**config.mk**
```make
export PLATFORM = sky130hd
export DESIGN_NAME = ysyx_24100029_mem_stage
export DESIGN_NICKNAME = d
export VERILOG_FILES = /design/src/rtl/ysyx_24100029_mem_stage.sv
export SDC_FILE = /design/constraint.sdc
export NUM_CORES = 1
export LEC_CHECK = 0
export ABC_AREA = 1
export BUFFER_PORTS_ARGS = -buffer_cell sky130_fd_sc_hd__buf_2
export CAP_MARGIN = 20
export CELL_PAD_IN_SITES_DETAIL_PLACEMENT = 1
export CELL_PAD_IN_SITES_GLOBAL_PLACEMENT = 1
export CORE_UTILIZATION = 34
export CTS_BUF_LIST = sky130_fd_sc_hd__clkbuf_16
export CTS_CLUSTER_DIAMETER = 200
export DETAILED_ROUTE_END_ITERATION = 8
export PLACE_DENSITY = 0.76
export SLEW_MARGIN = 20
export SYNTH_ARGS = -nofsm -noshare
export SYNTH_HDL_FRONTEND = slang
export SYNTH_SLANG_ARGS = --single-unit
```
**constraint.sdc**
```tcl
create_clock -name clock -period 1.3 [get_ports clock]
set_input_delay 0.13 -clock clock [delete_from_list [all_inputs] [get_ports clock]]
set_output_delay 0.13 -clock clock [all_outputs]
set_load 0.1 [all_outputs]
```
**src/rtl/ysyx_24100029_mem_stage.sv**
```systemverilog
// ysyx_24100029_mem_stage
// Memory-access stage between EXU and WBU. It accepts one instruction at a
// time and runs at most one request/response transaction on the data-memory
// port for it. Results go into an output register that feeds WBU.
//
// Ports:
//   clock, reset                 clock and asynchronous active-low reset
//   in_valid/in_ready            EXU handshake
//   Ex_result, store_data,       instruction fields from EXU
//   funct3, mem_ren, mem_wen,
//   side_in
//   valid_next/out_ready         WBU handshake
//   Ex_result_next, MEM_Rdata,   registered result toward WBU
//   mem_ren_next, mem_err,
//   side_next
//   req_*                        data-memory request channel
//   resp_*                       data-memory response channel
module ysyx_24100029_mem_stage #(
    parameter int SIDE_W = 43
) (
    input  logic              clock,
    input  logic              reset,
    input  logic              in_valid,
    output logic              in_ready,
    input  logic [31:0]       Ex_result,
    input  logic [31:0]       store_data,
    input  logic [2:0]        funct3,
    input  logic              mem_ren,
    input  logic              mem_wen,
    input  logic [SIDE_W-1:0] side_in,
    output logic              valid_next,
    input  logic              out_ready,
    output logic [31:0]       Ex_result_next,
    output logic [31:0]       MEM_Rdata,
    output logic              mem_ren_next,
    output logic              mem_err,
    output logic [SIDE_W-1:0] side_next,
    output logic              req_valid,
    input  logic              req_ready,
    output logic              req_wen,
    output logic [31:0]       req_addr,
    output logic [31:0]       req_wdata,
    output logic [3:0]        req_wstrb,
    input  logic              resp_valid,
    input  logic [31:0]       resp_rdata,
    input  logic              resp_err
);

    typedef enum logic [1:0] {
        S_IDLE      = 2'd0,
        S_REQ       = 2'd1,
        S_WAIT_RESP = 2'd2,
        S_DONE      = 2'd3
    } state_t;

    // Byte enables for the access size before lane shifting.
    function automatic logic [3:0] size_strobe(input logic [2:0] f3);
        logic [3:0] s;
        case (f3[1:0])
            2'b00:   s = 4'b0001;
            2'b01:   s = 4'b0011;
            default: s = 4'b1111;
        endcase
        return s;
    endfunction

    // Halfwords need an even address, words a 4-byte aligned one.
    function automatic logic is_misaligned(input logic [2:0] f3, input logic [1:0] off);
        logic m;
        case (f3[1:0])
            2'b01:   m = off[0];
            2'b10:   m = (off != 2'b00);
            default: m = 1'b0;
        endcase
        return m;
    endfunction

    // Bring the addressed bytes down to bit 0 and extend per funct3.
    function automatic logic [31:0] load_extend(input logic [31:0] word,
                                                input logic [1:0]  off,
                                                input logic [2:0]  f3);
        logic [31:0] sh;
        logic [31:0] r;
        sh = word >> {off, 3'b000};
        case (f3)
            3'b000:  r = {{24{sh[7]}}, sh[7:0]};
            3'b001:  r = {{16{sh[15]}}, sh[15:0]};
            3'b100:  r = {24'h000000, sh[7:0]};
            3'b101:  r = {16'h0000, sh[15:0]};
            default: r = sh;
        endcase
        return r;
    endfunction

    state_t state_r;
    state_t state_n_s;

    // Request fields and the instruction context held during a transaction.
    logic              req_wen_r;
    logic [31:0]       req_addr_r;
    logic [31:0]       req_wdata_r;
    logic [3:0]        req_wstrb_r;
    logic [2:0]        funct3_r;
    logic [1:0]        offset_r;
    logic [31:0]       ex_hold_r;
    logic [SIDE_W-1:0] side_hold_r;
    logic              ren_hold_r;

    // Output register toward WBU.
    logic              valid_next_r;
    logic [31:0]       ex_next_r;
    logic [31:0]       rdata_next_r;
    logic              ren_next_r;
    logic              err_next_r;
    logic [SIDE_W-1:0] side_next_r;

    logic              in_ready_s;
    logic              accept_s;
    logic              is_mem_s;
    logic              misalign_s;
    logic              start_txn_s;
    logic              resp_take_s;
    logic              out_wr_s;
    logic [31:0]       wr_ex_s;
    logic [31:0]       wr_rdata_s;
    logic              wr_ren_s;
    logic              wr_err_s;
    logic [SIDE_W-1:0] wr_side_s;

    assign in_ready_s  = (state_r == S_IDLE) & (~valid_next_r | out_ready);
    assign accept_s    = in_valid & in_ready_s;
    assign is_mem_s    = mem_ren | mem_wen;
    assign misalign_s  = is_mem_s & is_misaligned(funct3, Ex_result[1:0]);
    assign start_txn_s = accept_s & is_mem_s & ~misalign_s;
    assign resp_take_s = (state_r == S_WAIT_RESP) & resp_valid;
    // Non-memory and misaligned ops complete in IDLE without touching the bus.
    assign out_wr_s    = (accept_s & ~start_txn_s) | resp_take_s;

    // Next-state logic.
    always_comb begin
        state_n_s = state_r;
        case (state_r)
            S_IDLE: begin
                if (start_txn_s) state_n_s = S_REQ;
                else             state_n_s = S_IDLE;
            end
            S_REQ: begin
                if (req_ready) state_n_s = S_WAIT_RESP;
                else           state_n_s = S_REQ;
            end
            S_WAIT_RESP: begin
                if (resp_valid) state_n_s = S_DONE;
                else            state_n_s = S_WAIT_RESP;
            end
            S_DONE: begin
                if (~valid_next_r | out_ready) state_n_s = S_IDLE;
                else                           state_n_s = S_DONE;
            end
            default: state_n_s = S_IDLE;
        endcase
    end

    // Select what goes into the output register: a bus response or the
    // directly completed instruction from EXU.
    always_comb begin
        wr_ex_s    = Ex_result;
        wr_side_s  = side_in;
        wr_ren_s   = mem_ren;
        wr_err_s   = misalign_s;
        wr_rdata_s = 32'h0000_0000;
        if (resp_take_s) begin
            wr_ex_s   = ex_hold_r;
            wr_side_s = side_hold_r;
            wr_ren_s  = ren_hold_r;
            wr_err_s  = resp_err;
            if (ren_hold_r & ~resp_err) wr_rdata_s = load_extend(resp_rdata, offset_r, funct3_r);
            else                        wr_rdata_s = 32'h0000_0000;
        end else begin
            wr_rdata_s = 32'h0000_0000;
        end
    end

    // FSM state register.
    always_ff @(posedge clock or negedge reset) begin
        if (!reset) state_r <= S_IDLE;
        else        state_r <= state_n_s;
    end

    // Capture request fields and instruction context when a transaction starts.
    always_ff @(posedge clock or negedge reset) begin
        if (!reset) begin
            req_wen_r   <= 1'b0;
            req_addr_r  <= 32'h0000_0000;
            req_wdata_r <= 32'h0000_0000;
            req_wstrb_r <= 4'b0000;
            funct3_r    <= 3'b000;
            offset_r    <= 2'b00;
            ex_hold_r   <= 32'h0000_0000;
            side_hold_r <= {SIDE_W{1'b0}};
            ren_hold_r  <= 1'b0;
        end else if (start_txn_s) begin
            req_wen_r   <= mem_wen;
            req_addr_r  <= {Ex_result[31:2], 2'b00};
            req_wdata_r <= store_data << {Ex_result[1:0], 3'b000};
            req_wstrb_r <= mem_wen ? (size_strobe(funct3) << Ex_result[1:0]) : 4'b0000;
            funct3_r    <= funct3;
            offset_r    <= Ex_result[1:0];
            ex_hold_r   <= Ex_result;
            side_hold_r <= side_in;
            ren_hold_r  <= mem_ren;
        end
    end

    // Output register; valid drops on a WBU transfer unless refilled that cycle.
    always_ff @(posedge clock or negedge reset) begin
        if (!reset) begin
            valid_next_r <= 1'b0;
            ex_next_r    <= 32'h0000_0000;
            rdata_next_r <= 32'h0000_0000;
            ren_next_r   <= 1'b0;
            err_next_r   <= 1'b0;
            side_next_r  <= {SIDE_W{1'b0}};
        end else if (out_wr_s) begin
            valid_next_r <= 1'b1;
            ex_next_r    <= wr_ex_s;
            rdata_next_r <= wr_rdata_s;
            ren_next_r   <= wr_ren_s;
            err_next_r   <= wr_err_s;
            side_next_r  <= wr_side_s;
        end else if (out_ready) begin
            valid_next_r <= 1'b0;
        end
    end

    assign in_ready       = in_ready_s;
    assign valid_next     = valid_next_r;
    assign Ex_result_next = ex_next_r;
    assign MEM_Rdata      = rdata_next_r;
    assign mem_ren_next   = ren_next_r;
    assign mem_err        = err_next_r;
    assign side_next      = side_next_r;
    assign req_valid      = (state_r == S_REQ);
    assign req_wen        = req_wen_r;
    assign req_addr       = req_addr_r;
    assign req_wdata      = req_wdata_r;
    assign req_wstrb      = req_wstrb_r;

endmodule

```
==> results_dict.tcl <==
set metrics [dict create \
    cap_violations 0 \
    cts_inserted_buffers 27 \
    crit_buf_inv 3 \
    yosys-top-cells-count "587 x nand2_1, 228 x dfrtp_1, 187 x o21ai_0, 137 x nand3_1, 109 x inv_1" \
    wl_um 47900 \
    synth-edff-count 0 \
    path_clk_slew_ns 0.06 \
    port_buffers 329 \
    utilization_pct 54.73 \
    cp_top_family "flip-flops" \
    period_minus_slack_ns 1.833 \
    viasPerCell 5.028 \
    timing.final.ws_setup_ns -0.5333 \
    max-slew-margin-rel_pct 65.25 \
    pre_cts_ws_ns -0.4897 \
    wire_per_inst_um 19.80 \
    hold_class "input pin to flip-flop" \
    hold_ws_ns 0.01594 \
    drc 0 \
    grt_use_total_pct 27.74 \
    core_area_um2 32540 \
    synth_top_cell_area_share_pct 50.85 \
    finalHoldViolCount 0 \
    final_antenna_net_count 0 \
    cts_buffer_depth 3 \
    cts_tree "done" \
    async_flop_share_pct 100.0 \
    max_stage_delay_ns 0.49 \
    io_pins 332 \
    synth.distinct_cells 24 \
    dieArea_um2 33730 \
    crit_top_cell "nand2_4" \
    start_util_pct 34.48 \
    drtIter0Drc 577 \
    grt_antenna_before_repair 2 \
    fin_area_um2 17810 \
    period_share_pct 141.0 \
    rsz0062_at_grt "true" \
    synth_area_leaders "dfrtp_1 51%, nand2_1 20%, o21ai_0 8.3%" \
    synth_cells 1482 \
    grt_pass1_wl_um 73130 \
    yosys_warnings 0 \
    cts.sinks 228 \
    syn-cell-area_um2 11220 \
    h-tree-depth 1 \
    arrival_ns 2.25 \
    yosysTopAreaCell "dfrtp_1" \
    syn_to_final_growth_pct 58.70 \
    worstPathRequired_ns 1.71 \
    fin_skew_ns 0.02878 \
    die_width_um 183.7 \
    cp-start-kind "flip-flop" \
    dieHeight_um 183.7 \
    cp_max_fo 14 \
    ys_ff_latch 228 \
    end_kind "flip-flop" \
    finish.net_count 2109 \
    crit_chain "nand2_4 > nand3_4 > nor2_4 > nand2_4 > buf_4 > buf_12 > clkbuf_16 > o21ai_0" \
    rows 66 \
    dr_total_vias 12160 \
    grt_pass1_vias 13100 \
    grt_max_degree 45 \
    critPathKind "flip-flop to flip-flop" \
    syn_avg_cell_area_um2 7.571 \
    worstMarginPinSlew_ns 0.5249 \
    drive_gt1_share_pct 30.61 \
    status "finished, violations left" \
    placed_area_um2 14290 \
    overflow 0 \
    place_hpwl_um 26730 \
    slew_violations 0 \
    setup_violations 382 \
    fillers 3866 \
    ys_seq_area_share_pct 50.85 \
    root_buffer "clkbuf_16" \
    max_freq_mhz 545.5 \
    gp_congestion 0.8291 \
    violations "setup timing" \
    clock_latency_ns 0.55 \
    drt_pass1_iterations 7 \
    synth_flop_cell "dfrtp_1" \
    yosysMostFrequentCell "nand2_1" \
    crit_slowest_cell "dfrtp_4" \
]
[routing by layer]
layer | up-vias | wire length (um) | global-route usage [%]
met5 | - | 0 | 0
met2 | 379 | 24340 | 48.61
met1 | 6068 | 19440 | 33.73
met4 | 0 | 1376 | 9.867
li1 | 5625 | - | -
met3 | 90 | 2750 | 5.428
[area by class of cell]
class	count	area (um2)	share of cell area, %
multi-input cells	1011	4837	27.17
clock inverters	21	148.9	0.8362
repair buffers	570	5400	30.33
inverters	116	469.2	2.635
diodes	4	10.01	0.05622
clock buffers	27	675.6	3.795
flip-flops and latches	228	5712	32.08
well taps	442	553.0	3.106
[cells in the final DEF (no fill, tap or decap), types with 5 or more instances in the layout]
cell | netlist | layout
inv_1 | 109 | 113
clkbuf_16 | 0 | 34
o21ai_1 | 0 | 34
buf_4 | 35 | 56
clkinv_1 | 1 | 8
a31oi_1 | 9 | 9
buf_16 | 0 | 20
o21ai_2 | 0 | 7
a22oi_1 | 7 | 7
o211ai_1 | 7 | 7
buf_6 | 5 | 14
nand3_1 | 137 | 83
nand2_2 | 5 | 19
dfrtp_1 | 228 | 225
nor2_1 | 41 | 36
a21oi_1 | 18 | 18
buf_2 | 49 | 291
nand3_2 | 2 | 53
nand2_4 | 0 | 5
dlygate4sd3_1 | 0 | 108
o21ai_0 | 187 | 146
nor2_4 | 0 | 6
buf_12 | 0 | 65
nand2_1 | 587 | 567
bufbuf_16 | 0 | 7
[sequential cells by signal, indices dropped and copies added, names as in the netlist]
| signal | count |
|---|---|
| ren_hold_r | 1 |
| req_wen | 1 |
| state_r | 2 |
| mem_ren_next | 1 |
| MEM_Rdata | 32 |
| Ex_result_next | 32 |
| mem_err | 1 |
| req_wdata | 32 |
| side_next | 43 |
| side_hold_r | 43 |
| offset_r | 1 |
| valid_next | 1 |
| funct3_r | 3 |
| req_wstrb | 4 |
| ex_hold_r | 31 |
[worst paths after layout]
kind,cells after the start,from,end,slack (ns)
worst max-delay path,8,valid_next,ex_hold_r[18],-0.53
worst min-delay path,5,store_data[12],req_wdata[20],0.02
worst max register to register,8,valid_next,ex_hold_r[18],-0.53
worst min register to register,2,req_wdata[25],req_wdata[25],0.48
max in group asynchronous,3,reset,side_next[40],0.57
min in group asynchronous,2,reset,Ex_result_next[23],0.10
[kinds of logic (layout without fill, tap and decap cells)]
family                   Yosys count  in the layout  share of synthesized area (%)
flip-flops                       228            228                          50.85
AND/OR/NAND/NOR                  775            776                          27.75
AO/OA/AOI/OAI                    229            229                          10.66
buffers and inverters            245            734                          10.26
other                              1              6                        0.03342
adder cells (fa/ha/maj)            4              4                         0.4461
[worst register-to-register path, cell delays in order (launching register included)]
cell	delay, ns
dfrtp_4	0.49
nand2_4	0.09
nand3_4	0.09
nor2_4	0.13
nand2_4	0.09
buf_4	0.16
buf_12	0.15
clkbuf_16	0.19
o21ai_0	0.33
[stage by stage]
stage | TNS (ns) | instances
global placement | -90.56 | 2207
CTS | -86.18 | 2402
detailed placement | -98.29 | 2207
floorplan | -59.89 | 1483
global route | -115.44 | 2417
finish | -95.24 | 2419
[timing repair]
item                                    CTS  global route
gates cloned                             25             7
hold buffers                            108             0
pin swaps                                 4             7
endpoints found under the setup margin  388           399
gates resized for setup                 105            84
buffers inserted                         14            10
hold endpoints to repair                400             0
Power is not shown: default switching activity piles up to over one toggle a cycle in this logic, so the estimate is an artifact.
